<file path="config.mk">
export PLATFORM = sky130hd
export DESIGN_NAME = dvs_aer_transmitter
export DESIGN_NICKNAME = d
export VERILOG_FILES = /design/src/rtl/dvs_aer_transmitter.sv
export SDC_FILE = /design/constraint.sdc
export NUM_CORES = 1
export LEC_CHECK = 0
export BUFFER_PORTS_ARGS = -buffer_cell sky130_fd_sc_hd__buf_2
export CELL_PAD_IN_SITES_DETAIL_PLACEMENT = 0
export CELL_PAD_IN_SITES_GLOBAL_PLACEMENT = 1
export CORE_MARGIN = 2
export CORE_UTILIZATION = 42
export DETAILED_ROUTE_END_ITERATION = 8
export PLACE_DENSITY = 0.93
export SLEW_MARGIN = 20
export SYNTH_ARGS = -nofsm -noshare
export SYNTH_HDL_FRONTEND = slang
export SYNTH_SLANG_ARGS = --single-unit
</file>
<file path="constraint.sdc">
create_clock -name clk -period 4.8 [get_ports clk]
set_input_delay 0.48 -clock clk [delete_from_list [all_inputs] [get_ports clk]]
set_output_delay 0.48 -clock clk [all_outputs]
set_load 0.02 [all_outputs]
</file>
<file path="src/rtl/dvs_aer_transmitter.sv">
// dvs_aer_transmitter
//   Sender side of a DVS-style AER link. Each accepted event (x, y, polarity)
//   goes out as two 4-phase req/ack words: a Y-address word (xsel=0) and then
//   an X-address + polarity word (xsel=1). aer/xsel are set up SETUP_CYCLES
//   clocks before req rises and stay put until the next SETUP state is entered.
//
//   Optional feature (macro DVS_AER_TX_ROW_REUSE_EN): remember the last row
//   whose Y word completed, and skip the Y word for events on the same row.
//
// Ports
//   clk, rst        clock, synchronous active-high reset
//   in_valid/ready  event handshake (ready only in IDLE)
//   in_x/in_y       event address, in_polarity event polarity
//   aer, xsel, req  AER bus outputs (all registered)
//   ack             AER acknowledge, asynchronous (2-FF synchronised here)
//   busy            a word handshake is in progress
//   sent_count      completed events, wraps
module dvs_aer_transmitter #(
    parameter int X_ADDR_BITS  = 9,
    parameter int Y_ADDR_BITS  = 9,
    parameter int SETUP_CYCLES = 5,
    parameter int COUNT_BITS   = 16
) (
    input  logic                   clk,
    input  logic                   rst,
    input  logic                   in_valid,
    output logic                   in_ready,
    input  logic [X_ADDR_BITS-1:0] in_x,
    input  logic [Y_ADDR_BITS-1:0] in_y,
    input  logic                   in_polarity,
    output logic [9:0]             aer,
    output logic                   xsel,
    output logic                   req,
    input  logic                   ack,
    output logic                   busy,
    output logic [COUNT_BITS-1:0]  sent_count
);

    localparam int CNT_W = (SETUP_CYCLES > 1) ? $clog2(SETUP_CYCLES) : 1;
    localparam logic [CNT_W-1:0] CNT_LAST = CNT_W'(SETUP_CYCLES - 1);

    typedef enum logic [2:0] {
        IDLE, SETUP_Y, REQ_Y, REL_Y, SETUP_X, REQ_X, REL_X
    } state_t;

    state_t                  state, state_d;
    logic [CNT_W-1:0]        cnt, cnt_d;
    logic                    ack_meta, ack_sync;
    logic [X_ADDR_BITS-1:0]  x_q;
    logic [Y_ADDR_BITS-1:0]  y_q;
    logic                    pol_q;
    logic [9:0]              aer_d;
    logic                    xsel_d, req_d;
    logic [COUNT_BITS-1:0]   count_d;
    logic                    accept;
    logic                    skip_y;
    logic                    set_row;

    assign in_ready = (state == IDLE) && !rst;
    assign busy     = (state != IDLE);
    assign accept   = in_valid && in_ready;

`ifdef DVS_AER_TX_ROW_REUSE_EN
    logic [Y_ADDR_BITS-1:0] last_y;
    logic                   row_valid;

    assign skip_y = row_valid && (in_y == last_y);

    always_ff @(posedge clk) begin
        if (rst) begin
            last_y    <= '0;
            row_valid <= 1'b0;
        end else if (set_row) begin
            last_y    <= y_q;
            row_valid <= 1'b1;
        end
    end
`else
    assign skip_y = 1'b0;
`endif

    // Next-state and next-output logic. Outputs are computed here and
    // registered below, so aer/xsel only move on the edge entering a SETUP state.
    always_comb begin
        state_d = state;
        cnt_d   = cnt;
        aer_d   = aer;
        xsel_d  = xsel;
        req_d   = req;
        count_d = sent_count;
        set_row = 1'b0;
        unique case (state)
            IDLE: begin
                if (accept) begin
                    cnt_d = '0;
                    if (skip_y) begin
                        state_d = SETUP_X;
                        aer_d   = 10'({in_x, in_polarity});
                        xsel_d  = 1'b1;
                    end else begin
                        state_d = SETUP_Y;
                        aer_d   = 10'(in_y);
                        xsel_d  = 1'b0;
                    end
                end
            end
            SETUP_Y: begin
                if (cnt == CNT_LAST) begin
                    state_d = REQ_Y;
                    req_d   = 1'b1;
                end else begin
                    cnt_d = cnt + 1'b1;
                end
            end
            REQ_Y: begin
                if (ack_sync) begin
                    state_d = REL_Y;
                    req_d   = 1'b0;
                end
            end
            REL_Y: begin
                if (!ack_sync) begin
                    state_d = SETUP_X;
                    cnt_d   = '0;
                    aer_d   = 10'({x_q, pol_q});
                    xsel_d  = 1'b1;
                    set_row = 1'b1;
                end
            end
            SETUP_X: begin
                if (cnt == CNT_LAST) begin
                    state_d = REQ_X;
                    req_d   = 1'b1;
                end else begin
                    cnt_d = cnt + 1'b1;
                end
            end
            REQ_X: begin
                if (ack_sync) begin
                    state_d = REL_X;
                    req_d   = 1'b0;
                end
            end
            REL_X: begin
                if (!ack_sync) begin
                    state_d = IDLE;
                    count_d = sent_count + 1'b1;
                end
            end
            default: state_d = IDLE;
        endcase
    end

    always_ff @(posedge clk) begin
        if (rst) begin
            state      <= IDLE;
            cnt        <= '0;
            ack_meta   <= 1'b0;
            ack_sync   <= 1'b0;
            x_q        <= '0;
            y_q        <= '0;
            pol_q      <= 1'b0;
            aer        <= '0;
            xsel       <= 1'b0;
            req        <= 1'b0;
            sent_count <= '0;
        end else begin
            state      <= state_d;
            cnt        <= cnt_d;
            ack_meta   <= ack;
            ack_sync   <= ack_meta;
            aer        <= aer_d;
            xsel       <= xsel_d;
            req        <= req_d;
            sent_count <= count_d;
            if (accept) begin
                x_q   <= in_x;
                y_q   <= in_y;
                pol_q <= in_polarity;
            end
        end
    end

endmodule

</file>
# After elaboration in Yosys (flattened, before gate mapping)

Cells that the tools add are included.

Bits of input ports: 23
Register bits after elaboration: 46

Bitwise gates (word level): 1
Muxes and demuxes: 20
Equal/unequal tests: 17
Reductions and logical operators: 15
$add $sub $neg: 2

Operator list:

| kind                                                                  | count |
|---|---|
| 3-bit two-way mux                                                     | 9 |
| 3-bit case mux with 7 select lines                                    | 1 |
| 10-bit two-way mux                                                    | 2 |
| 10-bit case mux with 2 select lines                                   | 1 |
| 16-bit by 1-bit adder with 16-bit output, second input constant       | 1 |
| 2-bit != test, second input constant                                  | 8 |
| 3-bit equality test, second input constant                            | 4 |
| 3-bit case mux with 3 select lines                                    | 1 |
| 7-bit AND reduction                                                   | 1 |
| 3-bit by 2-bit equality test with 1-bit output, second input constant | 2 |
| 3-bit AND reduction                                                   | 2 |
| 3-bit nonzero test                                                    | 2 |
| 1-bit two-way mux                                                     | 4 |
| 2-bit by 1-bit != test with 1-bit output, second input constant       | 2 |
| 1-bit case mux with 2 select lines                                    | 2 |
| 4-bit AND reduction                                                   | 1 |
| 2-bit nonzero test                                                    | 2 |
| 2-bit OR reduction                                                    | 2 |
| 3-bit by 1-bit adder with 3-bit output, second input constant         | 1 |
| 3-bit by 1-bit equality test with 1-bit output, second input constant | 1 |
| 3-bit zero test                                                       | 1 |
| 1-bit logical AND                                                     | 2 |
| 2-bit AND reduction                                                   | 1 |
| 1-bit zero test                                                       | 1 |
| 1-bit inverter                                                        | 1 |

# Depth between registers and ports, before layout

Gate-level depths: netlist of run 1.

Word-level depth: 5
Depth in mapped cells: 7
Mapped depth without buffers: 6

# Worst setup path after synthesis of run 1

No wires, ideal clock.

Path kind: reg2reg
Start point: reg sent_count[2]
End point: reg sent_count[15]
Buffers on the path: 0
Path slack: 2999 ps
Arrival time: 1730 ps
Data required time: 4729 ps
Period minus slack after synthesis: 1801 ps
Stages on the path, launching flop included: 5
Cell sequence: dfxtp_1 -> nand4b_4 -> or4_4 -> or3_1 -> a21oi_1

Cells in the longest elaborated chain, start to end: 1

RTL lines:

| element                                  | RTL line | text |
|---|---|---|
| start, declared                          | 36       | `output logic [COUNT_BITS-1:0] sent_count` |
| start signal, assigned                   | 175      | `sent_count <= count_d;` |
| 16-bit by 1-bit adder with 16-bit output | 147      | `count_d = sent_count + 1'b1;` |

No other way between the ends.
A chain may end at the register's enable or synchronous reset.

# Worst setup path in the final report of run 1

Start point: reg state[1]
End point: reg aer[9]

Cells in the longest elaborated chain, start to end: 5
Elaborated cells between the ends (all ways): 9

RTL lines:

| element                       | RTL line | text |
|---|---|---|
| start, declared               | 46       | `state_t state, state_d;` |
| start signal, assigned        | 168      | `state <= state_d;` |
| 3-bit zero test               | 59, 92   |  |
| 1-bit logical AND             | 59       | `assign in_ready = (state == IDLE) && !rst;` |
| 1-bit logical AND             | 61       | `assign accept = in_valid && in_ready;` |
| 2-bit != test (no line)       | -        |  |
| 3-bit AND reduction (no line) | -        |  |
| end signal, assigned          | 172      | `aer <= aer_d;` |
| end, declared                 | 31       | `output logic [9:0] aer,` |

Parallel ways exist; a longest one is shown, timed or not.

==> out/qor.csv, run 1 <==
stage,metric,value,unit
die,initial core utilization,0.442,
yosys,Synth cell types,40,
drt,total routed wirelength,4430,um
power_and_ir_drop,VDD IR max,136,uV
yosys,mapped cell area,2120,um2
clock_network,H-tree depth,2,
cells_and_area,final-layout fill cell count,470,
cells_and_area,nets@finish,311,
setup_path,critical path peak fanout,19,
sta,Final Hold Violating Endpoints,0,
global_routing,initial antenna violation count,0,
yosys,"Async S/R FF share, synth",0,
min_path,Hold Path Sink,x_q[3],
cells_and_area,Seq. cell area,921,um2
setup_path,worst r2r src,state[1],
sta,setup TNS,0,ns
sta,post-route minimum period,2.28,ns
drt,DR iter-0 viols,105,
sta,part of the cycle the worst path needs,0.474,
sta,"Slew Viols, Final",0,
run,max-capacitance violation count,0,
sta,worst relative slew slack,0.452,
clock_network,Max Buffers Root-to-Sink,2,
min_path,Hold Crit Start,in_x[3],
clock_network,TritonCTS sink count,46,
sta,Slew @ Worst Pin,0.821,ns
power_and_ir_drop,Lkg Pwr,1.07,nW
cells_and_area,Ant. Diodes,0,
yosys,YS warnings,0,
yosys,Gate Count Post-Synth,241,
sta,Max Clock Freq,439,MHz
min_path,Hold Crit Class,in2reg,
yosys,syn_area_per_cell,8.78,um2
drt,Vias per Instance,5.14,
sta,Worst Skew,0.00634,ns
min_path,Worst Hold Path Cells,3,
die,I/O Pins,53,
die,Die W,75.0,um
sta,RSZ-0062 raised after global routing,no,
drt,DR WL/cell,12.5,um
global_routing,vias in the first global route,1630,
global_routing,largest net degree at the start of global routing,52,
placed_design,Placer Congestion,0.837,
clock_network,Worst-path clk slew,0.09,ns
setup_path,crit path kind,reg2reg,
clock_network,PostCTS Resize Cnt,0,
drt,DR pass1 iterations,4,
setup_path,CP endpoint kind,register,
yosys,"Seq/Total Area, Yosys",0.435,
yosys,Main synth FF type,dfxtp_1,
sta,worst slack on hold paths,0.373,ns
cells_and_area,Finished Cell Area,2480,um2
yosys,count of state elements after synthesis,46,
clock_network,# hold bufs at CTS,0,
cells_and_area,post-layout util,0.519,
placed_design,# port buffers,52,
drt,via count,1815,
die,core box area,4790,um2
clock_network,clk_lat worst skew,0.30,ns
setup_path,critical path required time,4.96,ns
outcome,status,finished clean,
drt,DRC violations left,0,
placed_design,Detailed Place HPWL,3160,um
die,Die Footprint,5620,um2
setup_path,Worst Setup Start Kind,register,
yosys,"Net Count, Synth",267,
cells_and_area,layout cells sized above 1,0.227,
die,Die H,75.0,um
clock_network,CTS tree,yes,
global_routing,Total GRT Usage,0.170,
sta,Final Worst Setup Slack,2.52,ns
sta,Final setup viols,0,
clock_network,clock root cell,clkbuf_8,
global_routing,first-pass GRT wire length,7380,um
drt,Antenna Nets Post-Route,0,
clock_network,CTS buffer count,5,
global_routing,grt total ovfl,0,
setup_path,Register-to-Register Setup Slack,2.52,ns
setup_path,Crit path arrival time,2.43,ns
placed_design,pre-CTS WS,2.18,ns
cells_and_area,area delta synth->final,17.3,%
power_and_ir_drop,pwr dens,285,nW/um2
setup_path,worst r2r path cells,4,
setup_path,FF-to-FF End,aer[9],
die,Row Count,25,
clock_network,postcts setup bufs,0,
placed_design,Post-Place Cell Area,2390,um2
cells_and_area,Multi-input gate area,1110,um2
yosys,number of synthesized flops with an enable pin,0,
-- worst max path at each step --
stage / start / to
after detailed placement: rst / cnt[2]
after global routing: state[1] / aer[5]
after floorplan: sent_count[2] / sent_count[15]
after CTS: state[0] / cnt[1]
final: state[1] / aer[9]
after global placement: rst / cnt[2]
-- layout by cell type (no fill, tap or decap), drive strengths merged, types with 3 or more instances in the layout --
master,count
a211oi,9
a21oi,9
buf,52
clkbuf,5
dfxtp,46
ha,3
inv,5
mux2i,11
nand2,19
nand2b,13
nand3,7
nand3b,6
nand4,8
nor2,30
nor2b,3
nor3,3
nor4,3
o21ai,16
or3,4
or4,3
xnor2,6
xor2,6
-- critical path: stages, from the launching register on --
cell      delay (ns)
dfxtp_1         0.63
nand3b_1        0.62
o22ai_4         0.61
o2bb2a_1        0.24
nor2_1          0.04
-- through the flow --
step	power, mW	instances
global route	0.745	353
CTS	0.717	353
floorplan	0.458	241
finish	0.707	353
detailed placement	0.480	345
global placement	0.479	345
-- cell families after synthesis --
family,count (synthesis),share of synthesized area
fa+ha+maj,3,0.0177
compound gates,44,0.134
flops,46,0.435
buf+inv,20,0.0426
xor+xnor,12,0.0496
mux,11,0.0520
simple gates,105,0.269
-- cells in the mapped netlist, types with 2 or more instances --
cell type  instances  area, um2
xnor2_1            6       52.6
a21oi_1            9       45.0
ha_1               3       37.5
nand3b_1           6       45.0
nand2_1           19       71.3
a211oi_1           9       67.6
nor2_1            30        113
clkbuf_1          10       37.5
nand2b_1          13       81.3
o21ai_0           16       80.1
mux2i_1           11        110
nor4_1             3       18.8
or4_1              2       15.0
inv_1              5       18.8
dfxtp_1           46        921
a31oi_1            2       12.5
or3_1              4       25.0
nand4_1            8       50.1
nand3_1            7       35.0
nor2b_1            3       18.8
nor3_1             3       15.0
buf_2              2       10.0
xor2_1             6       52.6
o31ai_1            2       15.0
-- metal layers --
metal,vias up,GRT usage,share of wire
met4,0,0.0575,0.016
met5,-,0,0
li1,935,-,-
met3,7,0.0442,0.048
met2,46,0.259,0.46
met1,827,0.235,0.48
-- cell type report --
cell class,count,area share
tap,67,0.0338
clock buffer,5,0.0277
multi-input combinational,175,0.447
sequential,46,0.371
clock inverter,3,0.00857
timing repair buffer,52,0.105
inverter,5,0.00756
-- registers in the layout (all words and copies together), names as in the netlist --
signal	count
xsel	1
ack_meta	1
ack_sync	1
aer	10
state	3
req	1
pol_q	1
cnt	3
sent_count	16
x_q	9
-- report_power, final --
group	leakage [nW]	internal, mW	total [mW]	switching, mW
sequential	0.375	0.396	0.406	0.0101
combinational	0.655	0.0270	0.0647	0.0377
clock	0.0441	0.102	0.236	0.134
(Power assumes the default switching activity.)
==> run 2, diff against run 1 <==
- ABC_AREA: unset -> 1
- CORE_UTILIZATION: 42 -> 37
- PLACE_DENSITY: 0.93 -> 0.87
- clock period: 4.8 -> 2.2 ns (I/O delays scaled with it)
==> run 2 against run 1 <==
Against the previous run:
- synthesized cell count up 38%
- core utilization down 7.0 points
- count of clock-buffer cells in the layout unchanged
- final area up 8.2%
- power rose to 3.8 times the previous value
- die area up 22%
- largest power group unchanged
==> out/qor.csv, run 2 <==
stage,metric,value,unit
cells_and_area,post-layout util,0.448,
cells_and_area,Ant. Diodes,0,
yosys,most frequent cell after synthesis,nor2_1,
yosys,count of state elements after synthesis,46,
sta,Final Hold Violating Endpoints,0,
yosys,post-synth top area cell,dfxtp_1,
cells_and_area,most frequent cells in the layout,"nor2_1 (59), nand2_1 (56), buf_2 (52)",
power_and_ir_drop,VDD IR max,395,uV
drt,Vias per Instance,4.89,
min_path,Worst Hold Path Cells,3,
setup_path,critical path required time,2.45,ns
global_routing,first-pass GRT wire length,8840,um
power_and_ir_drop,Lkg Pwr,1.24,nW
drt,met3 WL,249,um
yosys,top post-synthesis cells by area,"dfxtp_1 (40%), nor2_1 (9.6%), nand2_1 (9.1%), o21ai_0 (7.4%), inv_1 (6.2%)",
drt,Antenna Nets Post-Route,0,
yosys,Gate Count Post-Synth,333,
drt,via count,2240,
setup_path,critical path peak fanout,20,
sta,post-route minimum period,1.81,ns
setup_path,Crit path arrival time,2.06,ns
min_path,Hold Crit Class,in2reg,
die,Row Count,28,
clock_network,postcts setup bufs,0,
yosys,largest family of logic cells by synthesized area,simple AND/OR/NAND/NOR gates,
min_path,Hold Path Sink,ack_meta,
clock_network,clk_lat worst skew,0.31,ns
die,core box area,5990,um2
power_and_ir_drop,Tot Pwr,2.68,mW
clock_network,PostCTS Resize Cnt,0,
yosys,adder-cell share of the synthesized area,0.0163,
clock_network,# hold bufs at CTS,0,
clock_network,H-tree depth,2,
clock_network,Max Buffers Root-to-Sink,2,
drt,DRC violations left,0,
placed_design,Post-Place Cell Area,2590,um2
global_routing,largest net degree at the start of global routing,33,
cells_and_area,Multi-input gate area,1150,um2
sta,Slew @ Worst Pin,0.491,ns
placed_design,Detailed Place HPWL,3820,um
cells_and_area,nets@finish,408,
setup_path,CP endpoint kind,register,
yosys,Post-Synth Simple-Gate Area,0.332,
global_routing,initial antenna violation count,0,
min_path,Hold Crit Start,ack,
clock_network,Worst-path clk slew,0.09,ns
yosys,mapped cell area,2310,um2
clock_network,CTS tree,yes,
sta,Final setup viols,0,
yosys,xor/xnor cell area share of the yosys netlist,0.00759,
die,initial core utilization,0.385,
global_routing,vias in the first global route,1920,
sta,Worst Skew,0.00756,ns
cells_and_area,Biggest register,sent_count,
cells_and_area,Finished Cell Area,2690,um2
die,Die Footprint,6890,um2
yosys,syn_area_per_cell,6.93,um2
setup_path,crit path kind,reg2reg,
sta,setup TNS,0,ns
clock_network,clock root cell,clkbuf_8,
yosys,"Async S/R FF share, synth",0,
yosys,post-synthesis mux area share,0,
placed_design,Placer Congestion,0.848,
die,Die W,83.0,um
run,max-capacitance violation count,0,
yosys,Synth cell types,30,
global_routing,grt total ovfl,0,
sta,Final Worst Setup Slack,0.390,ns
placed_design,# port buffers,52,
drt,M1 wire length,2600,um
sta,"Slew Viols, Final",0,
cells_and_area,Seq. cell area,921,um2
sta,worst relative slew slack,0.670,
setup_path,Worst Setup Start Kind,register,
sta,Max Clock Freq,552,MHz
cells_and_area,final-layout fill cell count,621,
yosys,post-synth top area share,0.399,
setup_path,worst r2r src,state[2],
sta,RSZ-0062 raised after global routing,no,
yosys,"Seq/Total Area, Yosys",0.399,
cells_and_area,area delta synth->final,16.3,%
cells_and_area,max FFs per register,16,
yosys,complex-gate fraction of the synthesized area,0.143,
setup_path,Register-to-Register Setup Slack,0.39,ns
yosys,YS warnings,0,
clock_network,CTS buffer count,5,
yosys,Post-synth top cells,"nor2_1 (59), nand2_1 (56), dfxtp_1 (46)",
placed_design,pre-CTS WS,0.431,ns
drt,DR WL/cell,11.4,um
die,I/O Pins,53,
yosys,"Net Count, Synth",359,
setup_path,worst r2r path cells,8,
drt,total routed wirelength,5220,um
die,Die H,83.0,um
power_and_ir_drop,pwr dens,997,nW/um2
drt,Top Metal Used,met4,
sta,part of the cycle the worst path needs,0.823,
yosys,Main synth FF type,dfxtp_1,
cells_and_area,"commonest non-fill, non-tap cell in the layout",nor2_1,
outcome,status,finished clean,
global_routing,Total GRT Usage,0.153,
yosys,number of synthesized flops with an enable pin,0,
drt,DR WL met2,2330,um
clock_network,TritonCTS sink count,46,
drt,DR pass1 iterations,4,
cells_and_area,biggest regs,"sent_count (16), aer (10), x_q (9)",
setup_path,FF-to-FF End,xsel,
cells_and_area,layout cells sized above 1,0.209,
drt,DR iter-0 viols,138,
==> run 2: cell types whose count changed after synthesis, moves of 6 or more <==
cell and change:
nand2_1 +37, clkbuf_1 -7, nor2_1 +29, nand3b_1 -6, o21ai_0 +18, nand2b_1 -13, nand3_1 +18, a21oi_1 +17
mux2i_1 -11, inv_1 +33, a211oi_1 -9
==> run 2: area by class of cell <==
type | instances | share of cell area
clock inverters | 3 | 0.00932
multi-input cells | 235 | 0.429
well taps | 75 | 0.0349
flip-flops and latches | 46 | 0.343
repair buffers | 53 | 0.0997
clock buffers | 5 | 0.0256
inverters | 41 | 0.0587
==> run 2: worst max path at each step <==
stage	from	end	slack, ns	cells past startpoint
4_1_cts	state[2]	xsel	0.40	8
6_report	state[2]	xsel	0.39	8
3_5_place_dp	state[2]	xsel	0.43	8
5_1_grt	state[2]	xsel	0.20	8
2_1_floorplan	state[1]	aer[0]	0.69	10
3_3_place_gp	state[2]	aer[9]	0.46	8
==> run 2: power by group <==
part           switching [mW]  internal (mW)
clock network           0.323          0.230
registers               0.132          0.965
logic                   0.684          0.344
total                    1.14           1.54
==> run 2: kinds of logic (layout without fill, tap and decap cells) <==
kind of cell | Yosys count | after routing
xor+xnor | 2 | 2
buf+inv | 52 | 102
flops | 46 | 46
simple gates | 166 | 166
compound gates | 64 | 64
fa+ha+maj | 3 | 3
==> run 2: critical path, stage by stage (launching register included) <==
cell and delay, ns:
dfxtp_1 0.57, inv_1 0.18, nand2_2 0.15, nor2_4 0.05, nand2_2 0.28, nand2_4 0.14
inv_2 0.19, nand2_1 0.07, a21oi_1 0.12
==> run 2: metrics by stage <==
stage	hold slack (ns)	std cells
5_1_grt	0.140	458
4_1_cts	0.119	458
3_3_place_gp	0.392	450
6_report	0.124	458
3_5_place_dp	0.399	450
2_1_floorplan	0.327	333
==> run 2: per-layer routing <==
layer | GRT usage | vias up
met2 | 0.224 | 50
li1 | - | 1168
met5 | 0 | -
met3 | 0.0378 | 3
met4 | 0.0447 | 0
met1 | 0.221 | 1019
